`src/rtl/instr_encoder.sv`:
```
// instr_encoder: turns symbolic op requests into 32-bit MIPS-subset words, buffers them in a
// small FIFO and streams them into instruction memory at auto-incrementing addresses.
module instr_encoder #(
  parameter int unsigned ADDR_W     = 8,
  parameter int unsigned FIFO_DEPTH = 4,
  parameter int unsigned BASE_ADDR  = 0
) (
  input  logic              clk,
  input  logic              rst_n,
  input  logic              clear,
  input  logic              in_valid,
  output logic              in_ready,
  input  logic [3:0]        in_op,
  input  logic [4:0]        in_rs,
  input  logic [4:0]        in_rt,
  input  logic [4:0]        in_rd,
  input  logic [15:0]       in_imm,
  input  logic [25:0]       in_target,
  output logic              imem_we,
  input  logic              imem_ready,
  output logic [ADDR_W-1:0] imem_addr,
  output logic [31:0]       imem_wdata,
  output logic [ADDR_W:0]   wr_count,
  output logic              err_unsupported
);

  localparam int unsigned PtrW = $clog2(FIFO_DEPTH);
  localparam logic [ADDR_W-1:0] BaseAddr = ADDR_W'(BASE_ADDR);
  localparam logic [ADDR_W:0] CountMax = '1;

  logic [PtrW:0]       wr_ptr_q, wr_ptr_d;
  logic [PtrW:0]       rd_ptr_q, rd_ptr_d;
  logic [31:0]         mem_q [FIFO_DEPTH];
  logic [31:0]         mem_d [FIFO_DEPTH];
  logic [ADDR_W-1:0]   addr_q, addr_d;
  logic [ADDR_W:0]     count_q, count_d;
  logic                err_q, err_d;

  logic [31:0] enc_word;
  logic        enc_ok;
  logic        full, empty, accept, push, pop;

  // Combinational encoder; ops 12-15 flag enc_ok=0 so they are accepted but never queued.
  always_comb begin
    enc_ok   = 1'b1;
    enc_word = '0;
    case (in_op)
      4'd0:    enc_word = {6'd0, in_rs, in_rt, in_rd, 5'd0, 6'd32};
      4'd1:    enc_word = {6'd0, in_rs, in_rt, in_rd, 5'd0, 6'd34};
      4'd2:    enc_word = {6'd0, in_rs, in_rt, in_rd, 5'd0, 6'd36};
      4'd3:    enc_word = {6'd0, in_rs, in_rt, in_rd, 5'd0, 6'd37};
      4'd4:    enc_word = {6'd8,  in_rs, in_rt, in_imm};
      4'd5:    enc_word = {6'd12, in_rs, in_rt, in_imm};
      4'd6:    enc_word = {6'd13, in_rs, in_rt, in_imm};
      4'd7:    enc_word = {6'd35, in_rs, in_rt, in_imm};
      4'd8:    enc_word = {6'd43, in_rs, in_rt, in_imm};
      4'd9:    enc_word = {6'd4,  in_rs, in_rt, in_imm};
      4'd10:   enc_word = {6'd5,  in_rs, in_rt, in_imm};
      4'd11:   enc_word = {6'd2,  in_target};
      default: enc_ok   = 1'b0;
    endcase
  end

  // FIFO status and handshakes; clear suppresses both push and pop.
  always_comb begin
    empty      = (wr_ptr_q == rd_ptr_q);
    full       = (wr_ptr_q[PtrW-1:0] == rd_ptr_q[PtrW-1:0]) && (wr_ptr_q[PtrW] != rd_ptr_q[PtrW]);
    in_ready   = !full;
    imem_we    = !empty;
    imem_wdata = mem_q[rd_ptr_q[PtrW-1:0]];
    accept     = in_valid && in_ready;
    push       = accept && enc_ok && !clear;
    pop        = imem_we && imem_ready && !clear;
  end

  // Next-state for pointers, storage, write address, counter and sticky error.
  always_comb begin
    wr_ptr_d = wr_ptr_q;
    rd_ptr_d = rd_ptr_q;
    mem_d    = mem_q;
    addr_d   = addr_q;
    count_d  = count_q;
    err_d    = err_q;
    if (clear) begin
      wr_ptr_d = '0;
      rd_ptr_d = '0;
      addr_d   = BaseAddr;
      count_d  = '0;
      err_d    = 1'b0;
    end else begin
      if (push) begin
        mem_d[wr_ptr_q[PtrW-1:0]] = enc_word;
        wr_ptr_d = wr_ptr_q + (PtrW+1)'(1);
      end
      if (pop) begin
        rd_ptr_d = rd_ptr_q + (PtrW+1)'(1);
        addr_d   = addr_q + ADDR_W'(1);  // wraps to 0, not to BaseAddr
        if (count_q != CountMax) count_d = count_q + (ADDR_W+1)'(1);
      end
      if (accept && !enc_ok) err_d = 1'b1;
    end
  end

  // State registers.
  always_ff @(posedge clk or negedge rst_n) begin
    if (!rst_n) begin
      wr_ptr_q <= '0;
      rd_ptr_q <= '0;
      for (int i = 0; i < int'(FIFO_DEPTH); i++) mem_q[i] <= '0;
      addr_q   <= BaseAddr;
      count_q  <= '0;
      err_q    <= 1'b0;
    end else begin
      wr_ptr_q <= wr_ptr_d;
      rd_ptr_q <= rd_ptr_d;
      mem_q    <= mem_d;
      addr_q   <= addr_d;
      count_q  <= count_d;
      err_q    <= err_d;
    end
  end

  assign imem_addr       = addr_q;
  assign wr_count        = count_q;
  assign err_unsupported = err_q;

endmodule
```
`config.mk`:
```
export PLATFORM = sky130hd
export DESIGN_NAME = instr_encoder
export DESIGN_NICKNAME = d
export VERILOG_FILES = /design/src/rtl/instr_encoder.sv
export SDC_FILE = /design/constraint.sdc
export NUM_CORES = 1
export LEC_CHECK = 0
export CORE_ASPECT_RATIO = 0.5
export CORE_MARGIN = 2
export CORE_UTILIZATION = 25
export CTS_BUF_LIST = sky130_fd_sc_hd__clkbuf_8
export CTS_CLUSTER_DIAMETER = 150
export CTS_CLUSTER_SIZE = 30
export DETAILED_ROUTE_END_ITERATION = 6
export HOLD_SLACK_MARGIN = 0.03
export PLACE_DENSITY_LB_ADDON = 0.2
export SLEW_MARGIN = 15
export SYNTH_ARGS = -nofsm -noshare
export SYNTH_HDL_FRONTEND = slang
export SYNTH_SLANG_ARGS = --single-unit
```
`constraint.sdc`:
```
create_clock -name clk -period 5.3 [get_ports clk]
set_clock_uncertainty 0.05 [all_clocks]
set_input_delay 1.06 -clock clk [delete_from_list [all_inputs] [get_ports clk]]
set_output_delay 1.06 -clock clk [all_outputs]
set_load 0.005 [all_outputs]
```
==> results of run 1 <==
==> flip-flops by register name, indices dropped and copies added, names as in the netlist <==
register         cells
wr_count             9
rd_ptr_q             3
wr_ptr_q             3
imem_addr            8
err_unsupported      1
mem_q              124
==> critical path: cells and delay by family, from the launching register on <==
family | cells | cell delay, ns
DFF | 1 | 0.92
buffers and inverters | 2 | 0.81
muxes | 1 | 0.55
==> layout make-up <==
class,instances,share of cell area (%)
sequential,148,40.26
inverter,6,0.2447
tap,391,5.316
multi-input combinational,329,36.93
timing repair buffer,125,13.37
clock inverter,12,0.8973
clock buffer,20,2.991
==> placed cells by master (no fill, tap or decap), types with 3 or more instances in the layout <==
cell / n
sky130_fd_sc_hd__a22o_1: 17
sky130_fd_sc_hd__clkinvlp_4: 5
sky130_fd_sc_hd__nand2b_1: 3
sky130_fd_sc_hd__nand3_4: 4
sky130_fd_sc_hd__mux2i_1: 11
sky130_fd_sc_hd__o31ai_1: 3
sky130_fd_sc_hd__clkbuf_8: 20
sky130_fd_sc_hd__xnor2_1: 7
sky130_fd_sc_hd__nand2_1: 11
sky130_fd_sc_hd__mux4_2: 31
sky130_fd_sc_hd__mux2_2: 109
sky130_fd_sc_hd__a31oi_1: 3
sky130_fd_sc_hd__clkdlybuf4s50_1: 115
sky130_fd_sc_hd__or3_1: 8
sky130_fd_sc_hd__clkinv_2: 3
sky130_fd_sc_hd__mux2_1: 5
sky130_fd_sc_hd__buf_4: 9
sky130_fd_sc_hd__o21ai_0: 14
sky130_fd_sc_hd__a21boi_0: 3
sky130_fd_sc_hd__dfrtp_1: 147
sky130_fd_sc_hd__inv_1: 7
sky130_fd_sc_hd__nor2_1: 18
sky130_fd_sc_hd__nand3_1: 8
sky130_fd_sc_hd__xor2_1: 5
sky130_fd_sc_hd__a22oi_1: 4
sky130_fd_sc_hd__a21oi_1: 11
sky130_fd_sc_hd__mux2_4: 10
sky130_fd_sc_hd__ha_1: 8
==> cell families (layout without fill, tap and decap cells) <==
kind of cell    after synthesis  after routing
flops                       148            148
xor+xnor                     14             14
mux                         166            166
fa+ha+maj                     8              8
compound gates               73             73
buf+inv                      40            163
other cells                   1              1
simple gates                 67             67
==> worst paths after layout <==
path	cells past startpoint	end	slack, ns
max in group asynchronous	2	rd_ptr_q[0]	3.57
max	3	imem_wdata[9]	1.43
min reg2reg	1	mem_q[16]	0.44
min in group asynchronous	1	mem_q[68]	0.62
max reg2reg	4	mem_q[80]	2.34
min	1	mem_q[16]	0.44
==> power groups by stage <==
| stage | clock [mW] | sequential, mW | combinational (mW) |
|---|---|---|---|
| final | 0.799 | 1.49 | 0.886 |
| after global routing | 0.889 | 1.53 | 0.960 |
| after CTS | 0.841 | 1.50 | 0.915 |
| after detailed placement | 0 | 1.52 | 0.912 |
| after global placement | 0 | 1.51 | 0.895 |
| after floorplan | 0 | 1.44 | 0.558 |
==> through the flow <==
| step | power, mW | area [um^2] | util (%) |
|---|---|---|---|
| after global placement | 2.408 | 8845 | 30.49 |
| final | 3.177 | 9203 | 31.72 |
| after floorplan | 1.999 | 7377 | - |
| after detailed placement | 2.430 | 8845 | 30.49 |
| after global routing | 3.376 | 9203 | 31.72 |
| after CTS | 3.252 | 9203 | 31.72 |
==> routing by layer <==
| layer | share of wire, % | routed length, um | track usage, % | up-vias |
|---|---|---|---|---|
| met1 | 45 | 8240 | 15.77 | 2490 |
| met2 | 52 | 9535 | 21.32 | 31 |
| li1 | - | - | - | 2152 |
| met5 | 0 | 0 | 0 | - |
| met3 | 1.9 | 349 | 2.684 | 8 |
| met4 | 0.69 | 126 | 3.118 | 0 |
==> results by group, run 1 <==
Status
  – Outcome: complete, no violations

Routing
  – Number of vias per cell after detailed routing: 4.540
  – First-pass detailed-route iteration total: 4
  – Post-detailed-route count of antenna-violating nets: 0
  – DRC violation count after routing: 0
  – Routed wire per std cell: 17.70 um
  – DRT iter0 DRCs: 225
  – Total via count in the routed design: between 4000 and 5000
  – Routed wire length: 18250 um

Clock tree
  – CTS sink cnt: 148
  – Clock slew at the register clock pins of the worst setup and hold paths: ~0.080 ns
  – Clock tree from TritonCTS: done
  – Clock Latency Late Sink: approximately 0.44 ns
  – Post-cts sizing count: 0
  – Total clock buffers created by CTS: 17
  – Clock tree buffer depth: 2
  – Number of hold buffers added after CTS: 0
  – H-tree Lvls: 4
  – Post-CTS Setup Bufs: 0
  – CTS root buf: sky130_fd_sc_hd__clkbuf_8

Floorplan
  – Core region area: 29010 um^2
  – Floorplan die width: 246.9 um
  – Total I/O pin count: approximately 120
  – Die area: approximately 31000 um^2
  – Vertical extent of the die: 125.5 um
  – Starting Density: ~25%
  – Number of rows in the core area: 44

Power and ir drop
  – Switching component of the power: 0.8977 mW
  – Leakage dissipation: 3.959 nW
  – Cell Pwr Density: between 300 and 400 nW/um^2
  – Internal: 2.280 mW
  – Switching share of power: 28.25%
  – Clock share of power: 25.1%
  – Portion of total power attributed to combinational logic: about 28%
  – Max rail drop VDD: 0.1613 mV
  – Portion of total power attributed to sequential cells: ~47%

Layout
  – Final Non-Filler Cells: slightly above 1000
  – Ant diodes: 0
  – Register Area: roughly 3700 um^2
  – Combined area of the multi-input logic cells: 3398 um^2
  – Layout fillers: ~2900
  – Number of nets in the layout: between 700 and 800
  – Area growth from synthesis to layout: 24.75%
  – Share of final-layout standard cells stronger than drive strength 1: 31.56%

Setup path
  – Nature of the critical path endpoint: output port
  – Data arrival time of the critical path: roughly 2.8 ns
  – Series of cell instances along the critical path: buf_4 > mux4_2 > clkdlybuf4s50_1
  – Critical Path Source: rd_ptr_q[0]
  – Worst Setup Path Type: flop to output port
  – FF-to-FF Start: rd_ptr_q[0]
  – Worst EP required: between 4 and 5 ns
  – Startpoint kind of the worst setup timing path: flop
  – Critical Path Slowest Stage Cell: sky130_fd_sc_hd__dfrtp_2
  – CP Max Fanout: 23
  – Worst stage delay on the critical path: 0.92 ns

Timing
  – Number of failing setup endpoints in the final timing report: 0
  – Number of endpoints with negative hold slack in the final report: 0
  – Clock period minus final worst setup slack: 3.871 ns
  – Final TNS setup: 0 ns
  – Pin slew with the least headroom to its limit: 0.8753 ns
  – Worst hold slack: 0.4439 ns
  – Setup slack after layout: 1.429 ns
  – Final Cycle Share: 73.04%
  – Setup repair after global routing missed its margin: no
  – Number of max-slew violations in the final report: 0
  – Fmax: 258.3 MHz
  – Max-slew headroom: 41.65%

Logic synthesis
  – Cell area after synthesis: 7377 um^2
  – Post-synthesis share of cell area spent on xor and xnor gates: 1.866%
  – Share of the synthesized area in the top cell type: ~50%
  – Ys Warns: 0
  – Main area contributors after synthesis: sky130_fd_sc_hd__dfrtp_1 (50%), sky130_fd_sc_hd__mux2_2 (17%), sky130_fd_sc_hd__mux4_2 (9.5%), sky130_fd_sc_hd__buf_6 (2.1%), sky130_fd_sc_hd__mux2_4 (2.0%)
  – Synth Area in Adders: ~1.4%
  – Most common cell in the netlist: sky130_fd_sc_hd__dfrtp_1
  – Distinct cell type count after synthesis: between 50 and 60
  – Sequential element share of the synthesized area: 50.20%
  – Number of instances in the synthesized netlist: between 500 and 600
  – Top post-synthesis cells by count: sky130_fd_sc_hd__dfrtp_1 (148), sky130_fd_sc_hd__mux2_2 (109), sky130_fd_sc_hd__mux4_2 (31)
  – Flip-flop cell with the highest count after synthesis: sky130_fd_sc_hd__dfrtp_1
  – Mean Syn Cell Area: 14.27 um^2
  – Largest family of logic cells by synthesized area: multiplexers
  – Complex-gate fraction of the synthesized area: 7.056%
  – EDFF count, synth: 0
  – Post-Synthesis Net Count: 591
  – Yosys top cell by area: sky130_fd_sc_hd__dfrtp_1
  – Area share of and/or/nand/nor cells after synthesis: 5.343%
  – Async S/R FF share, synth: 100.0%
  – Seq cells post-synth: ~150
  – Post-synthesis mux area share: between 30% and 40%

GRT
  – Total global routing track utilization: 12.38%
  – Via count of the first global-routing pass: between 4000 and 5000
  – Remaining global-route overflow: 0
  – Maximum number of pins on one net before global-route repair: between 90 and 100
  – Global-route wire length before repair: between 20000 and 30000 um
  – Antenna violations before repair: 0

Placed design
  – Worst setup timing slack at the placement stage: around 1.4 ns
  – Placed insts: 999
  – Number of port buffers: 116
  – Half-perimeter wire length after detailed placement: 12160 um
  – RD Place Congestion: 0.6972

Flow run
  – Max capacitance violation total: 0

Worst hold path
  – Launch instance of the worst min-delay path: mem_q[16]
  – Worst min-delay path category: flop to flop
(Power assumes the default switching activity.)
==> run 2, diff against run 1 <==
- clock period: 5.3 -> 3.65 ns (I/O delays scaled with it)
==> run 2 against run 1 <==
Worst hold slack lost 0.20 ns. Sequential power grew 44%. Highest routed layer unchanged. Global-route usage grew 0.11 points. Critical path type unchanged. Core utilization grew 0.69 points.
==> results by group, run 2 (synthesis gave the netlist of run 1 again) <==
Placed design
  – Number of port buffers: 116 (unchanged)
  – RD Place Congestion: 0.7199 (was 0.6972)
  – Half-perimeter wire length after detailed placement: 12220 um (was 12160 um)
  – Placed insts: 1009 (was 999)
  – Worst setup timing slack at the placement stage: 0.5283 ns (was 1.442 ns)

Layout
  – Ant diodes: 0 (unchanged)
  – Share of final-layout standard cells stronger than drive strength 1: 32.77% (was 31.56%)
  – Most common cell after layout, fill and taps aside: sky130_fd_sc_hd__dfrtp_1 (unchanged)
  – Number of nets in the layout: 711 (was 701)
  – Layout fillers: 2863 (was 2885)
  – Max reg flops: 124 (unchanged)
  – Layout Utilization: 32.41% (was 31.72%)
  – Area growth from synthesis to layout: 27.48% (was 24.75%)
  – Final Non-Filler Cells: 1041 (was 1031)
  – Most frequent cells in the layout: sky130_fd_sc_hd__dfrtp_1 (147), sky130_fd_sc_hd__clkdlybuf4s50_1 (115), sky130_fd_sc_hd__mux2_2 (109) (unchanged)
  – Register with the most flip-flops: mem_q (unchanged)

Floorplan
  – Starting Density: 25.43% (unchanged)
  – Floorplan die width: 246.9 um (unchanged)
  – Die area: 30980 um^2 (unchanged)
  – Total I/O pin count: 118 (unchanged)
  – Vertical extent of the die: 125.5 um (unchanged)
  – Core region area: 29010 um^2 (unchanged)
  – Number of rows in the core area: 44 (unchanged)

Setup path
  – CP Max Fanout: 21 (was 23)
  – Worst stage delay on the critical path: 0.77 ns (was 0.92 ns)
  – Critical Path Slowest Stage Cell: sky130_fd_sc_hd__dfrtp_2 (unchanged)
  – Data arrival time of the critical path: 2.57 ns (was 2.76 ns)
  – Terminus of the critical flop-to-flop path: mem_q[42] (was mem_q[80])
  – Startpoint kind of the worst setup timing path: flop (unchanged)
  – Worst R2R Path Depth: 5 (was 4)
  – Worst reg-to-reg setup slack: 0.80 ns (was 2.34 ns)
  – Nature of the critical path endpoint: output port (unchanged)
  – Worst Setup Path Type: flop to output port (unchanged)
  – Worst EP required: 2.87 ns (was 4.19 ns)
  – Series of cell instances along the critical path: buf_12 > mux4_2 > clkdlybuf4s50_1 (was buf_4 > mux4_2 > clkdlybuf4s50_1)
  – FF-to-FF Start: rd_ptr_q[0] (unchanged)

Power and ir drop
  – Max rail drop VDD: 0.2259 mV (was 0.1613 mV)
  – Total power of the final layout: 4.899 mW (was 3.177 mW)
  – Leakage dissipation: 4.057 nW (was 3.959 nW)
  – Cell Pwr Density: 521.0 nW/um^2 (was 345.3 nW/um^2)

GRT
  – Remaining global-route overflow: 0 (unchanged)
  – Global-route wire length before repair: 29570 um (was 29170 um)
  – Maximum number of pins on one net before global-route repair: 79 (was 92)
  – Total global routing track utilization: 12.49% (was 12.38%)
  – Via count of the first global-routing pass: 5038 (was 4968)
  – Antenna violations before repair: 0 (unchanged)

Clock tree
  – Number of hold buffers added after CTS: 0 (unchanged)
  – Clock Latency Late Sink: 0.46 ns (was 0.44 ns)
  – H-tree Lvls: 4 (unchanged)
  – Post-CTS Setup Bufs: 0 (unchanged)
  – Clock tree from TritonCTS: done (unchanged)
  – CTS root buf: sky130_fd_sc_hd__clkbuf_8 (unchanged)
  – CTS sink cnt: 148 (unchanged)
  – Total clock buffers created by CTS: 17 (unchanged)
  – Clock slew at the register clock pins of the worst setup and hold paths: 0.09 ns (was 0.08 ns)
  – Post-cts sizing count: 0 (unchanged)
  – Clock tree buffer depth: 2 (unchanged)

Routing
  – Routed wire length: 18580 um (was 18250 um)
  – DRT iter0 DRCs: 233 (was 225)
  – Total via count in the routed design: 4741 (was 4681)
  – DRC violation count after routing: 0 (unchanged)
  – Post-detailed-route count of antenna-violating nets: 0 (unchanged)
  – First-pass detailed-route iteration total: 4 (unchanged)
  – Routed wire per std cell: 17.85 um (was 17.70 um)
  – Number of vias per cell after detailed routing: 4.554 (was 4.540)

Timing
  – Final Cycle Share: 91.71%
  – Setup repair after global routing missed its margin: no (unchanged)
  – Clock period minus final worst setup slack: 3.348 ns
  – Number of failing setup endpoints in the final timing report: 0 (unchanged)
  – Final TNS setup: 0 ns (unchanged)
  – Setup slack after layout: 0.3024 ns (was 1.429 ns)
  – Pin slew with the least headroom to its limit: 0.7876 ns (was 0.8753 ns)
  – Max-slew headroom: 47.49% (was 41.65%)
  – Number of endpoints with negative hold slack in the final report: 0 (unchanged)
  – Number of max-slew violations in the final report: 0 (unchanged)
  – Fmax: 298.7 MHz

Status
  – Outcome: complete, no violations (unchanged)

Worst hold path
  – Worst min-delay path category: input port to asynchronous set/reset pin (was flop to flop)

Flow run
  – Max capacitance violation total: 0 (unchanged)
## run 2: cell types whose count changed in the layout (fill, tap and decap cells not counted)
cell	delta
sky130_fd_sc_hd__buf_4	+7
sky130_fd_sc_hd__inv_6	+2
sky130_fd_sc_hd__clkinvlp_4	-1
sky130_fd_sc_hd__clkbuf_8	-2
sky130_fd_sc_hd__inv_1	-1
sky130_fd_sc_hd__buf_12	+3
sky130_fd_sc_hd__bufinv_16	+4
sky130_fd_sc_hd__clkinv_2	-2
## run 2: metal layers
layer / vias to the layer above / routed length, um / GRT usage (%)
met5: - / 0 / 0
met4: 0 / 123 / 2.693
met3: 10 / 500 / 3.113
met2: 30 / 9768 / 21.47
met1: 2518 / 8189 / 15.87
li1: 2183 / - / -
## run 2: cell type report
class | instances | area (um^2) | share of cell area [%]
clock buffers | 18 | 247.7 | 2.634
clock inverters | 14 | 198.9 | 2.115
inverters | 6 | 22.52 | 0.2395
multi-input cells | 329 | 3398 | 36.14
flip-flops and latches | 148 | 3705 | 39.40
well taps | 391 | 489.2 | 5.202
repair buffers | 135 | 1343 | 14.28
## run 2: worst max-delay path by stage
stage               cells past startpoint  slack, ns              to        start
floorplan                               6       1.51       mem_q[17]     in_op[0]
global placement                        7       0.62       mem_q[24]     in_op[2]
detailed placement                      7       0.53       mem_q[20]     in_op[2]
CTS                                     3       0.19  imem_wdata[13]  rd_ptr_q[0]
global route                            3       0.12  imem_wdata[10]  rd_ptr_q[0]
finish                                  3       0.30  imem_wdata[13]  rd_ptr_q[0]
## run 2: critical path, delay by kind of cell, from the launching register on
family / cells / cell delay, ns
buffers and inverters: 2 / 0.77
DFF: 1 / 0.77
muxes: 1 / 0.57
## run 2: per-stage QoR
step	cell area, um^2	hold slack (ns)
CTS	9404	0.2494
global route	9404	0.2606
floorplan	7377	0.3844
detailed placement	8957	0.4298
finish	9404	0.2403
global placement	8957	0.4194
## run 2: report_power, final
group          total [mW]  leakage, nW  switching (mW)  internal, mW
logic                1.32         1.87           0.472         0.847
clock network        1.43        0.212           0.665         0.769
registers            2.15         1.97           0.191          1.96
total                4.90         4.06            1.33          3.57
==> run 3, diff against run 2 <==
- HOLD_SLACK_MARGIN: 0.03 -> 0.02
==> results of run 3 <==
No change in the layout: final DEF, timing and power equal those of run 2.
